[config.mk]
export PLATFORM = sky130hd
export DESIGN_NAME = irom_boot_loader_flat
export DESIGN_NICKNAME = d
export VERILOG_FILES = /design/src/rtl/irom_boot_loader_if.sv /design/src/rtl/irom_boot_loader.sv /design/src/flat_wrapper.sv
export SDC_FILE = /design/constraint.sdc
export NUM_CORES = 1
export LEC_CHECK = 0
export BUFFER_PORTS_ARGS = -buffer_cell sky130_fd_sc_hd__buf_2
export CAP_MARGIN = 15
export CORE_ASPECT_RATIO = 1.25
export CORE_MARGIN = 1.5
export CORE_UTILIZATION = 39
export CTS_BUF_LIST = sky130_fd_sc_hd__clkbuf_8 sky130_fd_sc_hd__clkbuf_16
export CTS_CLUSTER_DIAMETER = 150
export CTS_CLUSTER_SIZE = 30
export DETAILED_ROUTE_END_ITERATION = 8
export GPL_ROUTABILITY_DRIVEN = 0
export SLEW_MARGIN = 20
export SYNTH_ARGS = -nofsm -noshare
export SYNTH_HDL_FRONTEND = slang
export SYNTH_SLANG_ARGS = --single-unit
export TNS_END_PERCENT = 50
[constraint.sdc]
create_clock -name clk -period 6.66 [get_ports clk]
set_clock_uncertainty 0.15 [all_clocks]
set_input_delay 0.666 -clock clk [delete_from_list [all_inputs] [get_ports clk]]
set_output_delay 0.666 -clock clk [all_outputs]
set_load 0.01 [all_outputs]
[src/rtl/irom_boot_loader_if.sv]
// Host byte link and IROM write port of the boot loader, bundled so the
// loader and its surroundings share one declaration.
interface irom_boot_loader_if #(
  parameter int ADDR_WIDTH = 10
);
  // Byte link: a byte moves on every clock edge where rx_valid && rx_ready.
  // The source holds rx_data while rx_valid is high and rx_ready is low.
  logic [7:0]            rx_data;
  logic                  rx_valid;
  logic                  rx_ready;
  logic                  irom_we;
  logic [ADDR_WIDTH-1:0] irom_addr;
  logic [31:0]           irom_wdata;

  modport master (
    output rx_data, rx_valid,
    input  rx_ready, irom_we, irom_addr, irom_wdata
  );

  modport slave (
    input  rx_data, rx_valid,
    output rx_ready, irom_we, irom_addr, irom_wdata
  );
endinterface

[src/rtl/irom_boot_loader.sv]
// Receives a framed program image over the byte link, packs it into 32-bit
// little-endian IROM words and releases the CPU once the checksum verifies.
module irom_boot_loader #(
  parameter int          ADDR_WIDTH = 10,
  parameter logic [7:0]  MAGIC      = 8'hA5
) (
  input  logic               clk,
  input  logic               rst_n,
  irom_boot_loader_if.slave  bus,
  output logic               cpu_rst_n,
  output logic               load_done,
  output logic               load_err,
  output logic [2:0]         dbg_state
);

  typedef enum logic [2:0] {
    IDLE = 3'd0,
    LEN0 = 3'd1,
    LEN1 = 3'd2,
    DATA = 3'd3,
    CSUM = 3'd4,
    DONE = 3'd5,
    ERR  = 3'd6
  } state_t;

  localparam logic [16:0] MAX_WORDS = 17'(1) << ADDR_WIDTH;

  state_t                state_q, state_d;
  logic [15:0]           cnt_q;
  logic [1:0]            byte_idx_q;
  logic [7:0]            csum_q;
  logic [23:0]           word_q;
  logic                  rx_ready_q, rx_ready_d;
  logic                  we_q, we_d;
  logic [ADDR_WIDTH-1:0] addr_q;
  logic [31:0]           wdata_q;
  logic                  done_q, done_d;
  logic                  err_q, err_d;
  logic                  cpu_rst_q, cpu_rst_d;

  logic                  accept;
  logic [15:0]           frame_cnt;
  logic [16:0]           words_done;
  logic                  last_word;

  assign accept     = bus.rx_valid && rx_ready_q;
  assign frame_cnt  = {bus.rx_data, cnt_q[7:0]};
  // addr_q still holds the index of the word being completed here.
  assign words_done = 17'(addr_q) + 17'd1;
  assign last_word  = (words_done == {1'b0, cnt_q});

  // State register
  always_ff @(posedge clk or negedge rst_n) begin
    if (!rst_n) state_q <= IDLE;
    else        state_q <= state_d;
  end

  // Next-state logic: the FSM only advances on an accepted byte
  always_comb begin
    state_d = state_q;
    if (accept) begin
      case (state_q)
        IDLE: if (bus.rx_data == MAGIC) state_d = LEN0;
        LEN0: state_d = LEN1;
        LEN1: begin
          if ({1'b0, frame_cnt} > MAX_WORDS) state_d = ERR;
          else if (frame_cnt == 16'd0)       state_d = CSUM;
          else                               state_d = DATA;
        end
        DATA: if (byte_idx_q == 2'd3 && last_word) state_d = CSUM;
        CSUM: state_d = (bus.rx_data == csum_q) ? DONE : ERR;
        DONE: state_d = DONE;
        ERR:  if (bus.rx_data == MAGIC) state_d = LEN0;
        default: state_d = IDLE;
      endcase
    end
  end

  // Output logic: status flags follow the state being entered
  always_comb begin
    rx_ready_d = (state_d != DONE);
    done_d     = (state_d == DONE);
    cpu_rst_d  = (state_d == DONE);
    err_d      = (state_d == ERR);
    we_d       = accept && (state_q == DATA) && (byte_idx_q == 2'd3);
  end

  always_ff @(posedge clk or negedge rst_n) begin
    if (!rst_n) begin
      rx_ready_q <= 1'b0;
      done_q     <= 1'b0;
      cpu_rst_q  <= 1'b0;
      err_q      <= 1'b0;
      we_q       <= 1'b0;
    end else begin
      rx_ready_q <= rx_ready_d;
      done_q     <= done_d;
      cpu_rst_q  <= cpu_rst_d;
      err_q      <= err_d;
      we_q       <= we_d;
    end
  end

  // Datapath: count capture, byte packing, checksum and word address
  always_ff @(posedge clk or negedge rst_n) begin
    if (!rst_n) begin
      cnt_q      <= '0;
      byte_idx_q <= '0;
      csum_q     <= '0;
      word_q     <= '0;
      addr_q     <= '0;
      wdata_q    <= '0;
    end else begin
      if (accept && state_q == LEN0) cnt_q[7:0] <= bus.rx_data;
      if (accept && state_q == LEN1) begin
        cnt_q[15:8] <= bus.rx_data;
        byte_idx_q  <= '0;
        csum_q      <= '0;
        addr_q      <= '0;
      end
      if (accept && state_q == DATA) begin
        csum_q     <= csum_q ^ bus.rx_data;
        byte_idx_q <= byte_idx_q + 2'd1;
        case (byte_idx_q)
          2'd0:    word_q[7:0]   <= bus.rx_data;
          2'd1:    word_q[15:8]  <= bus.rx_data;
          2'd2:    word_q[23:16] <= bus.rx_data;
          default: wdata_q       <= {bus.rx_data, word_q};
        endcase
      end
      // Address steps after each pulse except the last, so it ends at CNT-1.
      if (we_q && state_q == DATA) addr_q <= addr_q + 1'b1;
    end
  end

  assign bus.rx_ready   = rx_ready_q;
  assign bus.irom_we    = we_q;
  assign bus.irom_addr  = addr_q;
  assign bus.irom_wdata = wdata_q;
  assign cpu_rst_n      = cpu_rst_q;
  assign load_done      = done_q;
  assign load_err       = err_q;
  assign dbg_state      = state_q;

endmodule

[src/flat_wrapper.sv]
// flat-port wrapper written by rule: the top's interface ports become plain ports
module irom_boot_loader_flat 
#(
  parameter int          ADDR_WIDTH = 10,
  parameter logic [7:0]  MAGIC      = 8'hA5
)
  (clk, rst_n, cpu_rst_n, load_done, load_err, dbg_state, bus_rx_data, bus_rx_valid, bus_rx_ready, bus_irom_we, bus_irom_addr, bus_irom_wdata);
  irom_boot_loader_if #(.ADDR_WIDTH(ADDR_WIDTH)) bus_i ();
  input  logic clk;
  input  logic rst_n;
  output logic cpu_rst_n;
  output logic load_done;
  output logic load_err;
  output logic [2:0] dbg_state;
  input wire logic [$bits(bus_i.rx_data)-1:0] bus_rx_data;
  input wire logic [$bits(bus_i.rx_valid)-1:0] bus_rx_valid;
  output wire logic [$bits(bus_i.rx_ready)-1:0] bus_rx_ready;
  output wire logic [$bits(bus_i.irom_we)-1:0] bus_irom_we;
  output wire logic [$bits(bus_i.irom_addr)-1:0] bus_irom_addr;
  output wire logic [$bits(bus_i.irom_wdata)-1:0] bus_irom_wdata;
  assign bus_i.rx_data = bus_rx_data;
  assign bus_i.rx_valid = bus_rx_valid;
  assign bus_rx_ready = bus_i.rx_ready;
  assign bus_irom_we = bus_i.irom_we;
  assign bus_irom_addr = bus_i.irom_addr;
  assign bus_irom_wdata = bus_i.irom_wdata;
  irom_boot_loader #(.ADDR_WIDTH(ADDR_WIDTH), .MAGIC(MAGIC)) u_core (.clk(clk), .rst_n(rst_n), .bus(bus_i), .cpu_rst_n(cpu_rst_n), .load_done(load_done), .load_err(load_err), .dbg_state(dbg_state));
endmodule
## Yosys cells after proc, flatten, opt, wreduce, memory -nomap -nowiden

Index checks and enable logic that the tools add are counted.

- Word-level logic and storage cells: 66
- Register bits after elaboration: 99
- Output and inout port bits: 50
- Input bits: 11

- Muxes and demuxes: 13
- Eq/ne operators: 15
- Add/sub/neg operators: 3
- Reduce and logical (&&, ||, !) cells: 18
- Bitwise logic cells: 2
- Order comparisons: 1

Operator list:

| kind | count |
|---|---|
| 10-bit two-way mux | 2 |
| 3-bit one-hot mux with 6 select lines | 1 |
| 17-bit by 16-bit == test with 1-bit output | 1 |
| 16-bit by 11-bit > comparator with 1-bit output (second input constant) | 1 |
| 16-bit logical NOT | 1 |
| 8-bit two-way mux | 2 |
| 3-bit == test (second input constant) | 5 |
| 3-bit two-way mux | 5 |
| 10-bit by 1-bit adder with 11-bit output (second input constant) | 1 |
| 10-bit by 1-bit adder with 10-bit output (second input constant) | 1 |
| 8-bit == test | 1 |
| 8-bit == test (second input constant) | 1 |
| 2-bit AND reduction | 4 |
| 8-bit XOR | 1 |
| 1-bit logical AND | 7 |
| 3-bit by 2-bit == test with 1-bit output (second input constant) | 2 |
| 2-bit two-way mux | 3 |
| 2-bit == test (second input constant) | 2 |
| 2-bit nonzero test | 2 |
| 3-bit by 1-bit == test with 1-bit output (second input constant) | 1 |
| 3-bit logical NOT | 1 |
| 3-bit != test (second input constant) | 1 |
| 3-bit OR reduction | 1 |
| 2-bit by 1-bit adder with 2-bit output (second input constant) | 1 |
| other kinds (4) | 4 |

## Longest topological paths before layout

- Depth after elaboration: 7
- Mapped depth: 8
- Depth with buffers taken out: 7

## Least setup slack after synthesis

No wires, ideal clock.

- Path type: in2reg
- Start: input bus_rx_data[3]
- End: register u_core.done_q, in the netlist u_core.load_done
- Library setup time: 120 ps
- Data arrival time: 2,399 ps
- Cell stages on the path: 7
- Path buffers: 1
- Required time: 6,390 ps
- Path slack: 3,992 ps
- Cell sequence: buf_6 -> or3_4 -> or3_1 -> or3b_4 -> a221oi_4 -> o21ai_2 -> and3_1

- Longest elaborated chain between the ends: 6
- Elaborated cells on any way between the ends: 11
- Those cells by class: order compare: 1; eq/ne: 3; mux: 6; reduce/logical: 1

RTL lines:

| element | line | text |
|---|---|---|
| start, declared | flat_wrapper.sv:15 | `input wire logic [$bits(bus_i.rx_data)-1:0] bus_rx_data;` |
| parallel branches: the longest is 3 deep, another holds 16-bit by 11-bit > comparator with 1-bit output | -- |  |
| 3-bit one-hot mux with 6 select lines * | irom_boot_loader.sv:62 | `case (state_q)` |
| 3-bit two-way mux * | irom_boot_loader.sv:61 | `if (accept) begin` |
| via u_core.state_d[2] | irom_boot_loader.sv:28 | `state_t state_q, state_d;` |
| 3-bit == test * | -- |  |
| via u_core.cpu_rst_d | irom_boot_loader.sv:39 | `logic cpu_rst_q, cpu_rst_d;` |
| end signal, assigned | irom_boot_loader.sv:97 | `done_q <= done_d;` |
| end, declared | irom_boot_loader.sv:37 | `logic done_q, done_d;` |

Mark *: on every way through the listed nets, which the timed path passes.
A chain may end at the register's enable or synchronous reset.

## Worst setup path after layout

- Start: register u_core.addr_q[2], in the netlist u_core.bus.irom_addr[2]
- End: register u_core.done_q, in the netlist u_core.load_done

- Longest elaborated chain between the ends: 7

RTL lines:

| element | line | text |
|---|---|---|
| start, declared | irom_boot_loader.sv:35 | `logic [ADDR_WIDTH-1:0] addr_q;` |
| start signal, assigned | irom_boot_loader.sv:132 | `if (we_q && state_q == DATA) addr_q <= addr_q + 1'b1;` |
| 10-bit by 1-bit adder with 11-bit output | irom_boot_loader.sv:49 | `assign words_done = 17'(addr_q) + 17'd1;` |
| 17-bit by 16-bit == test with 1-bit output | irom_boot_loader.sv:50 | `assign last_word = (words_done == {1'b0, cnt_q});` |
| 1-bit logical AND | irom_boot_loader.sv:70 | `DATA: if (byte_idx_q == 2'd3 && last_word) state_d = CSUM;` |
| 3-bit two-way mux | irom_boot_loader.sv:70 |  |
| 3-bit one-hot mux with 6 select lines | irom_boot_loader.sv:62 |  |
| 3-bit two-way mux | irom_boot_loader.sv:61 |  |
| via u_core.state_d[2] | irom_boot_loader.sv:28 |  |
| 3-bit == test | -- |  |
| via u_core.cpu_rst_d | irom_boot_loader.sv:39 |  |

The timed path passes the listed nets, and every way through them passes these cells.

==> impl_results.md <==
- Count of flip-flops with a built-in enable after synthesis: 0
- Global-route wire length before repair: 17.4 mm
- Die Width: 102 µm
- RSZ-0062 raised after global routing: no
- End of the worst register-to-register path: u_core.load_done$_DFF_PN0_
- Number of DRC markers after the initial detailed-route iteration: 122
- Routed wirelength normalized by instance count: 16.4 µm
- Endpoint type of the worst setup path: flop
- Share of flip-flops with an asynchronous set or reset after synthesis: 100%
- Result of the run: finished, final reports clean
- Power density over the cells: 285 nW/µm²
- Share of cells above drive strength 1: 35.7%
- Initial Utilization: 39.7%
- Slew HR: 37.0%
- CP Max Fanout: 15
- Total Wirelength: 10.3 mm
- # setup viols final: 0
- Critical-path top delay cell: sky130_fd_sc_hd__or4bb_2
- Setup total negative slack: 0 ns
- Number of setup buffers added after CTS: 0
- Cell area after synthesis: 4800 µm²
- Fraction of met3 tracks used by global routing: 3.88%
- Die area: 13000 µm²
- Clk_lat worst skew: 0.34 ns
- Post-placement cell area: 5160 µm²
- Resized cells post-CTS: 0
- Layout overhead on the synthesized area: 13.1%
- Number of global-route vias before repair: 3339
- Worst slew pin tran: 0.937 ns
- Launch instance of the worst register-to-register path: u_core.bus.irom_addr[2]$_DFFE_PN0P_
- Arrival time at the worst endpoint: 3.00 ns
- Maximum level of the CTS H-tree: 3
- First-pass iteration count of the detailed router: 4
- Period utilisation layout: 43.2%
- CP peak stage delay: 0.66 ns
- Cells traversed along the worst timing path: nand3_1 > xnor2_1 > a2111oi_1 > or4bb_2 > o21ai_2 > and3_1
- Shortest clock period the worst path allows after layout: 2.87 ns
- Number of different library cells in the post-synthesis netlist: 60
- Path depth of the worst reg2reg path: 6
- Setup slack on the worst flop-to-flop path: 3.79 ns
- Fraction of the yosys area taken by sequential cells: 51.6%
- Area of the multi-input gates: 2120 µm²
- Flip-flop and latch count after synthesis: 99
- Vias: 3330
- Sequential standard cell area: 2480 µm²
- Most instantiated flip-flop cell in the synthesis netlist: sky130_fd_sc_hd__dfrtp_1
- Hold violation count in the final report: 0
- Filler cell count in the final layout: 1168
- Number of antenna violations at the first check in global routing: 0
- Pre-CTS setup slack: 3.78 ns
- Type of the setup path with the least slack: reg2reg
- Setup WS post-layout: 3.79 ns
- Pins over their slew limit: 0
- Hold Crit Class: in2async
- Clock tree sinks: 99
- Count of port buffers added during placement: 60
- Global router's overall resource usage: 17.3%
- P_leak: 0.00265 µW
- Buffer levels on the longest clock path: 2
- Max Clk Rate: 348 MHz
- Number of nets at the end of the flow: 478
- Post-layout power: 1550 µW
- Total nets after synthesis: 431
- Pin count of the biggest net entering global routing: 68
- Mean post-synth cell area: 11.6 µm²
- ANT nets after route: 0
- Finished layout cell area: 5430 µm²
- Instance count of the mapped netlist: 414
- Met2 Usage GRT: 27.2%
- Number of max-cap violations: 0
- Number of rows created at floorplan: 45
- Worst IR drop on VDD: 0.000122 V
- Required time at the endpoint of the critical path: 6.79 ns
- Final Core Density: 44.9%
- Clock buffer count from CTS: 9
- TritonCTS clock tree: built
- Number of synthesis warnings: 0
- Clk pin slew, worst setup/hold paths: 0.07 ns
- Total I/O pin count: 61
- Die span in y: 127 µm
- Global routing met1 resource utilization: 23.7%
- Clock tree root buffer cell: sky130_fd_sc_hd__clkbuf_16
- Post-detailed-placement half-perimeter wirelength: 7.08 mm
- Busiest layer in global routing: met2
- Core area: 12100 µm²
- Number of antenna cells inserted: 0
- Leftover overflow at the end of global routing: 0
- Count of hold buffers inserted by post-cts repair: 0
- Ratio of routed vias to standard cells: 5.29
- Type of element launching the critical path: flop
- Number of remaining DRC errors: 0
==> layer usage <==
layer	up-vias	routed length (µm)	part of all wire, %
li1	1567	-	-
met1	1659	4770	46
met2	89	4860	47
met3	15	534	5.2
met4	0	178	1.7
met5	-	0	0
==> kinds of logic (layout without fill, tap and decap cells) <==
family                   after synthesis  count (layout)  synth area share (%)
AND/OR/NAND/NOR                      120             120                  13.1
flip-flops                            99              99                  51.6
AO/OA/AOI/OAI                         65              65                  9.09
XOR/XNOR                              17              17                  3.26
multiplexers                          73              73                  17.1
adder cells (fa/ha/maj)                6               6                  1.56
buffers and inverters                 34              85                  4.30
==> worst max-delay path by stage <==
stage | to | from | slack [ns] | cells past startpoint
5_1_grt | u_core.bus.rx_ready$_DFF_PN0_ | u_core.bus.irom_addr[2]$_DFFE_PN0P_ | 3.59 | 6
6_report | u_core.load_done$_DFF_PN0_ | u_core.bus.irom_addr[2]$_DFFE_PN0P_ | 3.79 | 6
4_1_cts | u_core.bus.rx_ready$_DFF_PN0_ | u_core.bus.irom_addr[2]$_DFFE_PN0P_ | 3.76 | 6
3_5_place_dp | u_core.bus.rx_ready$_DFF_PN0_ | u_core.bus.irom_addr[2]$_DFFE_PN0P_ | 3.78 | 6
2_1_floorplan | u_core.load_done$_DFF_PN0_ | bus_rx_data[3] | 3.99 | 7
3_3_place_gp | u_core.load_done$_DFF_PN0_ | bus_rx_data[3] | 3.84 | 7
==> cells in the mapped netlist, types with 3 or more instances <==
library cell,instances,area (µm²)
sky130_fd_sc_hd__o22ai_1,3,18.8
sky130_fd_sc_hd__inv_1,6,22.5
sky130_fd_sc_hd__and2_1,3,18.8
sky130_fd_sc_hd__nor2_1,33,124
sky130_fd_sc_hd__nand4_1,6,37.5
sky130_fd_sc_hd__nor4_1,8,50.1
sky130_fd_sc_hd__xnor2_1,5,43.8
sky130_fd_sc_hd__nand3_1,12,60.1
sky130_fd_sc_hd__buf_1,3,11.3
sky130_fd_sc_hd__clkbuf_1,11,41.3
sky130_fd_sc_hd__o21ai_0,31,155
sky130_fd_sc_hd__xor2_1,11,96.3
sky130_fd_sc_hd__buf_2,5,25.0
sky130_fd_sc_hd__nand2_1,24,90.1
sky130_fd_sc_hd__ha_1,6,75.1
sky130_fd_sc_hd__nand3b_1,4,30.0
sky130_fd_sc_hd__nor2b_1,5,31.3
sky130_fd_sc_hd__a21oi_1,6,30.0
sky130_fd_sc_hd__nor3_1,4,20.0
sky130_fd_sc_hd__dfrtp_1,99,2480
sky130_fd_sc_hd__nand2b_1,4,25.0
sky130_fd_sc_hd__mux2_2,72,811
sky130_fd_sc_hd__clkbuf_8,5,68.8
sky130_fd_sc_hd__o31ai_1,4,30.0
sky130_fd_sc_hd__and3_1,3,18.8
==> report_power, final <==
part | switching [µW] | internal (µW) | leakage (µW) | total (µW)
clock | 229 | 255 | 0.000133 | 484
sequential | 84.1 | 649 | 0.00132 | 733
combinational | 190 | 142 | 0.00119 | 332
==> critical path: cells and delay by family (launching register included) <==
family                    cells  cell delay [ns]
xor gates and xnor gates      1             0.29
and+or+nand+nor               3             1.29
DFF                           1             0.59
AOI/OAI and AO/OA             2             0.50
==> through the flow <==
stage                     std cells  hold slack, ns
after global routing            629           0.145
after floorplan                 414           0.220
after CTS                       629           0.126
after global placement          614           0.331
after detailed placement        614           0.338
final                           629           0.114
==> state kept, by name (all words and copies together), names as in the netlist <==
register / count
u_core.byte_idx_q: 2
u_core.bus.irom_addr: 10
u_core.csum_q: 8
u_core.word_q: 24
u_core.load_err: 1
u_core.bus.rx_ready: 1
u_core.dbg_state: 3
u_core.bus.irom_we: 1
u_core.cnt_q: 16
u_core.load_done: 1
u_core.bus.irom_wdata: 32
==> layout make-up <==
type                       instances  area share [%]
clock buffer                       9            4.15
clock inverter                     6           0.876
inverter                           6           0.415
multi-input combinational        281            39.0
sequential                        99            45.6
tap                              164            3.78
timing repair buffer              64            6.13
==> placed cells by master (no fill, tap or decap), types with 3 or more instances in the layout <==
master,instances
sky130_fd_sc_hd__a21oi_1,6
sky130_fd_sc_hd__and2_1,3
sky130_fd_sc_hd__and3_1,3
sky130_fd_sc_hd__buf_2,59
sky130_fd_sc_hd__buf_4,5
sky130_fd_sc_hd__clkbuf_16,9
sky130_fd_sc_hd__dfrtp_1,99
sky130_fd_sc_hd__ha_1,6
sky130_fd_sc_hd__inv_1,6
sky130_fd_sc_hd__inv_6,3
sky130_fd_sc_hd__mux2_2,72
sky130_fd_sc_hd__nand2_1,24
sky130_fd_sc_hd__nand2b_1,4
sky130_fd_sc_hd__nand3_1,12
sky130_fd_sc_hd__nand3b_1,4
sky130_fd_sc_hd__nand4_1,6
sky130_fd_sc_hd__nor2_1,33
sky130_fd_sc_hd__nor2b_1,5
sky130_fd_sc_hd__nor3_1,4
sky130_fd_sc_hd__nor4_1,8
sky130_fd_sc_hd__o21ai_0,31
sky130_fd_sc_hd__o22ai_1,3
sky130_fd_sc_hd__o31ai_1,4
sky130_fd_sc_hd__xnor2_1,5
sky130_fd_sc_hd__xor2_1,11
Power figures use the tool's default switching activity.
